<file path="src/rtl/imem_loader.sv">
// Byte-stream instruction loader: assembles big-endian 32-bit words and writes them
// sequentially from BASE_ADDR until an all-zero terminator word or capacity is reached.
module imem_loader #(
  parameter logic [31:0] BASE_ADDR = 32'h0040_0000,
  parameter int unsigned MAX_WORDS = 4
) (
  input  logic        clock,
  input  logic        reset,
  input  logic        start,
  input  logic        in_valid,
  input  logic [7:0]  in_byte,
  output logic        in_ready,
  output logic        mem_we,
  output logic [31:0] mem_addr,
  output logic [31:0] mem_wdata,
  input  logic        mem_ack,
  output logic        busy,
  output logic        done,
  output logic        error,
  output logic [15:0] word_count
);

  typedef enum logic [2:0] {IDLE, ASSEMBLE, WRITE, DONE, ERROR} state_t;

  localparam logic [15:0] MAX_CNT = 16'(MAX_WORDS);

  state_t     state;
  logic [1:0] idx;

  always_ff @(posedge clock or posedge reset) begin
    if (reset) begin
      state      <= IDLE;
      idx        <= 2'd0;
      in_ready   <= 1'b0;
      mem_we     <= 1'b0;
      mem_addr   <= BASE_ADDR;
      mem_wdata  <= 32'd0;
      busy       <= 1'b0;
      done       <= 1'b0;
      error      <= 1'b0;
      word_count <= 16'd0;
    end else begin
      case (state)
        IDLE, DONE, ERROR: begin
          if (start) begin
            state      <= ASSEMBLE;
            idx        <= 2'd0;
            done       <= 1'b0;
            error      <= 1'b0;
            word_count <= 16'd0;
            mem_addr   <= BASE_ADDR;
            busy       <= 1'b1;
            in_ready   <= 1'b1;
          end
        end
        ASSEMBLE: begin
          if (in_valid && in_ready) begin
            // first byte of the stream lands in the most-significant lane
            case (idx)
              2'd0:    mem_wdata[31:24] <= in_byte;
              2'd1:    mem_wdata[23:16] <= in_byte;
              2'd2:    mem_wdata[15:8]  <= in_byte;
              default: mem_wdata[7:0]   <= in_byte;
            endcase
            idx <= idx + 2'd1;
            if (idx == 2'd3) begin
              state    <= WRITE;
              in_ready <= 1'b0;
              mem_we   <= 1'b1;
            end
          end
        end
        WRITE: begin
          if (mem_ack) begin
            mem_we     <= 1'b0;
            word_count <= word_count + 16'd1;
            idx        <= 2'd0;
            // terminator wins over capacity so a zero word in the last slot ends cleanly
            if (mem_wdata == 32'd0) begin
              state <= DONE;
              done  <= 1'b1;
              busy  <= 1'b0;
            end else if (word_count + 16'd1 == MAX_CNT) begin
              state <= ERROR;
              error <= 1'b1;
              busy  <= 1'b0;
            end else begin
              state    <= ASSEMBLE;
              mem_addr <= mem_addr + 32'd4;
              in_ready <= 1'b1;
            end
          end
        end
        default: state <= IDLE;
      endcase
    end
  end

endmodule
</file>
<file path="config.mk">
export PLATFORM = sky130hd
export DESIGN_NAME = imem_loader
export DESIGN_NICKNAME = d
export VERILOG_FILES = /design/src/rtl/imem_loader.sv
export SDC_FILE = /design/constraint.sdc
export NUM_CORES = 1
export LEC_CHECK = 0
export ABC_AREA = 1
export BUFFER_PORTS_ARGS = -buffer_cell sky130_fd_sc_hd__buf_2
export CAP_MARGIN = 20
export CORE_MARGIN = 2
export CORE_UTILIZATION = 55
export CTS_CLUSTER_SIZE = 25
export DETAILED_ROUTE_END_ITERATION = 7
export PLACE_DENSITY_LB_ADDON = 0.2
export SLEW_MARGIN = 15
export SYNTH_ARGS = -nofsm -noshare
export SYNTH_HDL_FRONTEND = slang
export SYNTH_SLANG_ARGS = --single-unit
</file>
<file path="constraint.sdc">
create_clock -name clock -period 5.1 [get_ports clock]
set_input_delay 0 -clock clock [delete_from_list [all_inputs] [get_ports clock]]
set_output_delay 0 -clock clock [all_outputs]
set_load 0.02 [all_outputs]
</file>
==> summary.md, run 1 <==
## Finish
• **ANT cells** 0
• **Layout area overhead** 16.21%
• **final net count** 806
• **share of final-layout standard cells stronger than drive strength 1** 17.22%
• **filler cell count** 795
• **Final Instance Count excl. Fillers** 898

## Logic synthesis
• **unique cell type count in the Yosys netlist** 41
• **Synth async-reset ratio** 100.0%
• **average instance area after synthesis** 7.302 um^2
• **sequential cell area fraction in the yosys report** 43.80%
• **most used flip-flop cell after synthesis** sky130_fd_sc_hd__dfrtp_1
• **total of flip-flops plus latches after synthesis** 88
• **number of synthesis warnings** 0
• **Netlist Area Pre-Place** 0.005031 mm^2
• **number of enable flip-flop cells after synthesis** 0
• **Post-Syn Instances** 689

## Setup path
• **critical path class** reg2reg
• **data arrival time of the critical path** 3.26 ns
• **required arrival time at the worst endpoint** 5.35 ns
• **category of the worst setup path launch point** flip-flop
• **terminus of the critical flop-to-flop path** mem_addr[25]
• **worst setup slack for register-to-register paths** 2.09 ns
• **endpoint kind of the worst setup timing path** flip-flop
• **worst-case reg-to-reg path depth** 12
• **worst setup path startpoint** state[1]
• **startpoint of the most critical register-to-register path** state[1]
• **critical path fanouts, max** 34
• **critical path endpoint** mem_addr[25]

## CTS
• **Longest Clk Path Bufs** 2
• **source-to-sink clock delay at the later pin of the worst-skew pair** 0.37 ns
• **post_cts resized** 0
• **Reg clk slew, reported paths** 0.11 ns
• **quantity of hold-fixing buffers added after cts** 9
• **total setup buffers inserted after CTS** 0
• **number of H-tree levels** 3
• **TritonCTS sink count** 88
• **CTS Root Buffer Type** sky130_fd_sc_hd__clkbuf_8
• **clock tree from TritonCTS** yes
• **TritonCTS Buffers** 9

## Placed design
• **GPL Wtd Cong** 0.9349
• **count of buffers inserted at the top-level ports** 95
• **Post-Place Cells** 872
• **total half-perimeter wirelength after legalization and detailed placement** 9290 um

## Die
• **Die Outline Area** 0.009928 mm^2
• **row count** 34
• **Die X-Extent** 99.64 um
• **top-level I/O count** 98
• **chip height** 99.64 um
• **initial core utilization** 57.13%
• **placeable core area** 0.008806 mm^2

## GRT
• **leftover overflow at the end of global routing** 0
• **vias in the first global route** 4664
• **largest net degree at the start of global routing** 89
• **antenna violations before repair** 0
• **All-Layer GR Usage** 27.69%
• **first-pass GRT wire length** 22440 um

## Min path
• **kind of path behind the tightest hold check** in2reg

## STA
• **upper clock frequency limit** 0.3319 GHz
• **total setup violations reported at the end of the flow** 0
• **sum of negative setup slack** 0 ns
• **Least-Margin Pin Slew** 0.9923 ns
• **unrepaired setup endpoints after global routing** false
• **ratio of final minimum period to clock period** 59.07%
• **worst slew slack as a fraction of its limit** 33.44%
• **clock period minus final worst setup slack** 3.013 ns
• **number of pins exceeding their max-slew limit in the final report** 0
• **largest clock skew in the final design** 0.01900 ns
• **final hold viol count** 0

## Pwr
• **Peak VDD IR** 0.3269 mV
• **switching power as a share of total power** 47.18%
• **share of total power in combinational logic** 41.8%
• **switching power** 1.207 mW
• **P_leak** 2.937 nW
• **internal power component** 1.351 mW
• **sum of internal, switching and leakage power** 2.557 mW
• **proportion of power drawn by flip-flops and latches** 39.2%
• **total power density per cell area** 437.4 mW/mm^2
• **share of power burned in the clock network** 19.1%

## Run
• **number of max-cap violations** 0

## Detailed routing
• **routed vias** 4999
• **remaining antenna violation count** 0
• **Initial DRT Pass Iterations** 6
• **Avg WL per Cell** 14.63 um
• **vias per std cell** 5.567
• **DRC violation count after routing** 0
• **starting DRC count in detailed routing** 344
• **Detailed Route WL** 13140 um

## Status
• **run status** finished clean

[stage by stage]
stage | area (um^2) | util, % | hold WS [ns] | setup WS [ns]
finish | 5847 | 66.40 | 0.1182 | 2.087
detailed placement | 5544 | 62.96 | 0.3321 | 2.162
CTS | 5833 | 66.24 | 0.02135 | 2.147
global route | 5847 | 66.40 | 0.1549 | 1.754
floorplan | 5035 | - | 0.1905 | 2.823
global placement | 5544 | 62.96 | 0.3283 | 2.332
[layout make-up]
| cell class | count | area [um^2] | share of cell area (%) |
|---|---|---|---|
| clock buffers | 9 | 123.9 | 2.119 |
| clock inverters | 7 | 75.07 | 1.284 |
| inverters | 70 | 264.0 | 4.515 |
| multi-input cells | 508 | 2444 | 41.79 |
| flip-flops and latches | 88 | 2203 | 37.68 |
| well taps | 108 | 135.1 | 2.311 |
| repair buffers | 108 | 601.8 | 10.29 |
[critical path, stage by stage (launching register included)]
cell	delay (ns)
sky130_fd_sc_hd__dfrtp_1	0.40
sky130_fd_sc_hd__inv_2	0.09
sky130_fd_sc_hd__nand2_1	0.08
sky130_fd_sc_hd__o21ai_1	0.13
sky130_fd_sc_hd__a21oi_1	0.09
sky130_fd_sc_hd__nand2_1	0.12
sky130_fd_sc_hd__nand2_1	0.09
sky130_fd_sc_hd__a21oi_2	0.12
sky130_fd_sc_hd__nand2_1	0.12
sky130_fd_sc_hd__nor2_4	0.66
sky130_fd_sc_hd__nand3_2	0.67
sky130_fd_sc_hd__nand2_1	0.22
sky130_fd_sc_hd__nand2_1	0.08
[cell families (layout without fill, tap and decap cells)]
logic type / Yosys count / in the layout / share of synthesized area [%]
AOI/OAI and AO/OA: 78 / 78 / 8.456
DFF: 88 / 88 / 43.80
buffers and inverters: 94 / 194 / 7.709
and+or+nand+nor: 408 / 408 / 35.89
adders and majority gates: 8 / 8 / 1.990
xor gates and xnor gates: 12 / 12 / 2.089
other: 1 / 2 / 0.07454
[Yosys cell counts, drive strengths merged, types with 5 or more instances]
| library cell | instances | share of area, % |
|---|---|---|
| o22ai | 6 | 0.75 |
| nand2 | 223 | 17 |
| a21oi | 9 | 0.97 |
| inv | 68 | 5.1 |
| nor2 | 77 | 6.4 |
| o21ai | 53 | 5.3 |
| nor3 | 18 | 1.9 |
| buf | 9 | 1.4 |
| nor4 | 5 | 0.62 |
| nand4 | 42 | 5.3 |
| dfrtp | 87 | 43 |
| clkbuf | 15 | 1.1 |
| nand3 | 33 | 3.6 |
| ha | 8 | 2.0 |
| xor2 | 8 | 1.4 |
[per-layer routing]
layer	share of wire [%]	track usage, %
met5	0	0
met4	1.1	7.903
met3	6.9	4.779
met2	47	43.56
met1	45	39.66
[worst min-delay path by stage]
stage / start / end / slack, ns / cells after the start
floorplan: in_byte[0] / mem_wdata[0] / 0.19 / 2
global placement: in_byte[0] / mem_wdata[0] / 0.33 / 3
detailed placement: in_byte[0] / mem_wdata[0] / 0.33 / 3
global route: in_valid / idx[0] / 0.15 / 5
finish: in_valid / idx[1] / 0.12 / 5
CTS: reset / mem_wdata[25] / 0.02 / 3
[state kept, by name (all words and copies together) (netlist names)]
register and count:
mem_wdata 32, mem_addr 30, word_count 16, state 3, idx 2, busy 1
done 1, error 1, in_ready 1, mem_we 1
[cells in the final DEF (no fill, tap or decap), types with 6 or more instances in the layout]
cell type / n
sky130_fd_sc_hd__buf_2: 95
sky130_fd_sc_hd__xor2_1: 8
sky130_fd_sc_hd__nand4_1: 41
sky130_fd_sc_hd__nor2_2: 7
sky130_fd_sc_hd__nand2_1: 223
sky130_fd_sc_hd__o21ai_0: 50
sky130_fd_sc_hd__inv_1: 64
sky130_fd_sc_hd__nor2_1: 68
sky130_fd_sc_hd__a21oi_1: 8
sky130_fd_sc_hd__ha_1: 8
sky130_fd_sc_hd__nor3_1: 17
sky130_fd_sc_hd__dfrtp_1: 87
sky130_fd_sc_hd__clkbuf_8: 9
sky130_fd_sc_hd__o22ai_1: 6
sky130_fd_sc_hd__nand3_1: 30
sky130_fd_sc_hd__dlygate4sd3_1: 10
[power groups by stage]
stage          Combinational [mW]  Sequential [mW]  Clock [mW]
6_report                     1.07             1.00       0.488
5_1_grt                      1.19             1.02       0.521
4_1_cts                      1.06             1.00       0.494
3_5_place_dp                 1.06             1.01           0
3_3_place_gp                 1.02             1.00           0
2_1_floorplan               0.641             1.15           0
No activity file was read; power rests on OpenSTA's default activity.
==> inputs of run 2 (changes only) <==
--- a/config.mk
+++ b/config.mk
@@ -9,7 +9,7 @@
 export BUFFER_PORTS_ARGS = -buffer_cell sky130_fd_sc_hd__buf_2
 export CAP_MARGIN = 20
 export CORE_MARGIN = 2
-export CORE_UTILIZATION = 55
+export CORE_UTILIZATION = 50
 export CTS_CLUSTER_SIZE = 25
 export DETAILED_ROUTE_END_ITERATION = 7
 export PLACE_DENSITY_LB_ADDON = 0.2
==> constraint.sdc (replaced) <==
create_clock -name clock -period 2.4 [get_ports clock]
set_input_delay 0 -clock clock [delete_from_list [all_inputs] [get_ports clock]]
set_output_delay 0 -clock clock [all_outputs]
set_load 0.02 [all_outputs]
==> summary.md, run 2 (same netlist as run 1, synthesis figures left out) <==
## Detailed routing
• **starting DRC count in detailed routing** 361
• **routed vias** 4920
• **remaining antenna violation count** 0
• **Initial DRT Pass Iterations** 5
• **Detailed Route WL** 13210 um
• **Avg WL per Cell** 14.14 um
• **DRC violation count after routing** 0
• **vias per std cell** 5.268

## Finish
• **largest registers** mem_wdata: 32 flops, mem_addr: 30 flops, word_count: 16 flops
• **final net count** 817
• **share of final-layout standard cells stronger than drive strength 1** 18.35%
• **most frequent standard cell in the layout excluding fill and tap cells** sky130_fd_sc_hd__nand2_1
• **Layout Cell Area excl Fill** 0.005991 mm^2
• **share of the core filled with cells in the final layout** 61.29%
• **Layout area overhead** 19.07%
• **max FFs per register** 32
• **ANT cells** 0
• **leading cell types in the layout, fill and taps excluded** sky130_fd_sc_hd__nand2_1 (223), sky130_fd_sc_hd__buf_2 (95), sky130_fd_sc_hd__dfrtp_1 (87)
• **Top reg by flops** mem_wdata

## Setup path
• **critical path class** reg2reg
• **terminus of the critical flop-to-flop path** mem_addr[4]
• **required arrival time at the worst endpoint** 2.71 ns
• **CP max stage delay** 0.44 ns
• **dominant delay contributor by cell family on the critical path** simple AND/OR/NAND/NOR gates
• **worst path bufs/invs** 1
• **critical path fanouts, max** 31
• **worst setup path startpoint** word_count[0]
• **cell with the largest stage delay on the worst path** sky130_fd_sc_hd__dfrtp_1
• **critical path endpoint** mem_addr[4]
• **endpoint kind of the worst setup timing path** flip-flop
• **startpoint of the most critical register-to-register path** word_count[0]
• **ordered cell list for the critical path** ha_1, nand3_2, nor2_4, nand3_1, nand2_1, nand3_1, nor2_2, nand4_2, nand3_2, buf_12, nand2_1, nand2_1
• **CP most frequent cell** sky130_fd_sc_hd__nand2_1
• **logic depth of the worst path, buffers included** 12
• **worst setup slack for register-to-register paths** 0.25 ns
• **data arrival time of the critical path** 2.45 ns
• **category of the worst setup path launch point** flip-flop
• **worst-case reg-to-reg path depth** 12

## Placed design
• **count of buffers inserted at the top-level ports** 95
• **GPL Wtd Cong** 0.9406
• **post-placement cell area** 0.005660 mm^2
• **total half-perimeter wirelength after legalization and detailed placement** 9244 um

## CTS
• **TritonCTS sink count** 88
• **Longest Clk Path Bufs** 2
• **number of H-tree levels** 3
• **clock tree from TritonCTS** yes
• **source-to-sink clock delay at the later pin of the worst-skew pair** 0.37 ns
• **Reg clk slew, reported paths** 0.09 ns
• **TritonCTS Buffers** 9
• **CTS Root Buffer Type** sky130_fd_sc_hd__clkbuf_8

## STA
• **clock period minus final worst setup slack** 2.147 ns
• **sum of negative setup slack** 0 ns
• **ratio of final minimum period to clock period** 89.46%
• **upper clock frequency limit** 0.4657 GHz
• **unrepaired setup endpoints after global routing** false
• **Least-Margin Pin Slew** 0.5064 ns
• **number of pins exceeding their max-slew limit in the final report** 0
• **largest clock skew in the final design** 0.009092 ns
• **final hold viol count** 0
• **worst slew slack as a fraction of its limit** 66.16%
• **total setup violations reported at the end of the flow** 0

## Status
• **run status** finished clean

## Die
• **chip height** 104.3 um
• **Die Outline Area** 0.01088 mm^2
• **placeable core area** 0.009774 mm^2
• **row count** 36
• **Die X-Extent** 104.3 um
• **initial core utilization** 51.47%
• **top-level I/O count** 98

## GRT
• **vias in the first global route** 4582
• **largest net degree at the start of global routing** 89
• **leftover overflow at the end of global routing** 0
• **All-Layer GR Usage** 25.38%
• **first-pass GRT wire length** 22590 um
• **antenna violations before repair** 0

## Pwr
• **P_leak** 3.003 nW
• **sum of internal, switching and leakage power** 5.680 mW
• **Peak VDD IR** 0.8017 mV
• **total power density per cell area** 948.1 mW/mm^2

## Run
• **number of max-cap violations** 0

## Min path
• **kind of path behind the tightest hold check** in2reg

==> run 2: timing repair <==
item | 4_1_cts | 5_1_grt
buffers inserted | 0 | 2
hold buffers | 10 | 0
gates resized for setup | 0 | 1
pin swaps | 1 | 1
endpoints found under the setup margin | 30 | 32
endpoints found under the hold margin | 120 | 0
cloned | 1 | 0
==> run 2: worst min path at each step <==
stage	startpoint	to	slack (ns)	cells past startpoint
final	in_valid	idx[1]	0.1	5
after global routing	in_valid	state[2]	0.15	6
after CTS	in_valid	idx[1]	0.09	5
after detailed placement	reset	mem_addr[30]	0.13	3
after global placement	reset	mem_addr[30]	0.14	3
after floorplan	in_byte[0]	mem_wdata[0]	0.19	2
==> run 2: routing by layer <==
| layer | vias up | part of all wire [%] | global-route usage [%] |
|---|---|---|---|
| li1 | 2471 | - | - |
| met1 | 2266 | 47 | 36.53 |
| met2 | 169 | 45 | 38.52 |
| met3 | 14 | 6.5 | 4.762 |
| met4 | 0 | 1.7 | 8.494 |
| met5 | - | 0 | 0 |
==> run 2: power breakdown <==
group	switching, mW	internal [mW]
Combinational	1.69	0.787
Clock	0.578	0.494
Sequential	0.315	1.82
==> run 2: worst min-delay path, stage by stage <==
cell and delay, ns:
sky130_fd_sc_hd__buf_2 0.09, sky130_fd_sc_hd__nand2_1 0.12, sky130_fd_sc_hd__nor2_2 0.09, sky130_fd_sc_hd__nand2_1 0.06, sky130_fd_sc_hd__o21ai_0 0.07
==> run 2: cell type report <==
type,count,area (um^2)
multi-input combinational,509,2455
clock inverter,7,80.08
fill,909,3784
timing repair buffer,118,698.2
sequential,88,2203
inverter,70,264.0
clock buffer,9,123.9
tap,133,166.4
==> run 2: through the flow <==
stage / setup slack (ns) / hold WS, ns / std cells
floorplan: 0.1231 / 0.1905 / 690
global placement: 0.06029 / 0.1350 / 905
detailed placement: -0.06025 / 0.1337 / 905
CTS: 0.09419 / 0.08896 / 932
global route: 0.02550 / 0.1529 / 934
finish: 0.2529 / 0.09878 / 934
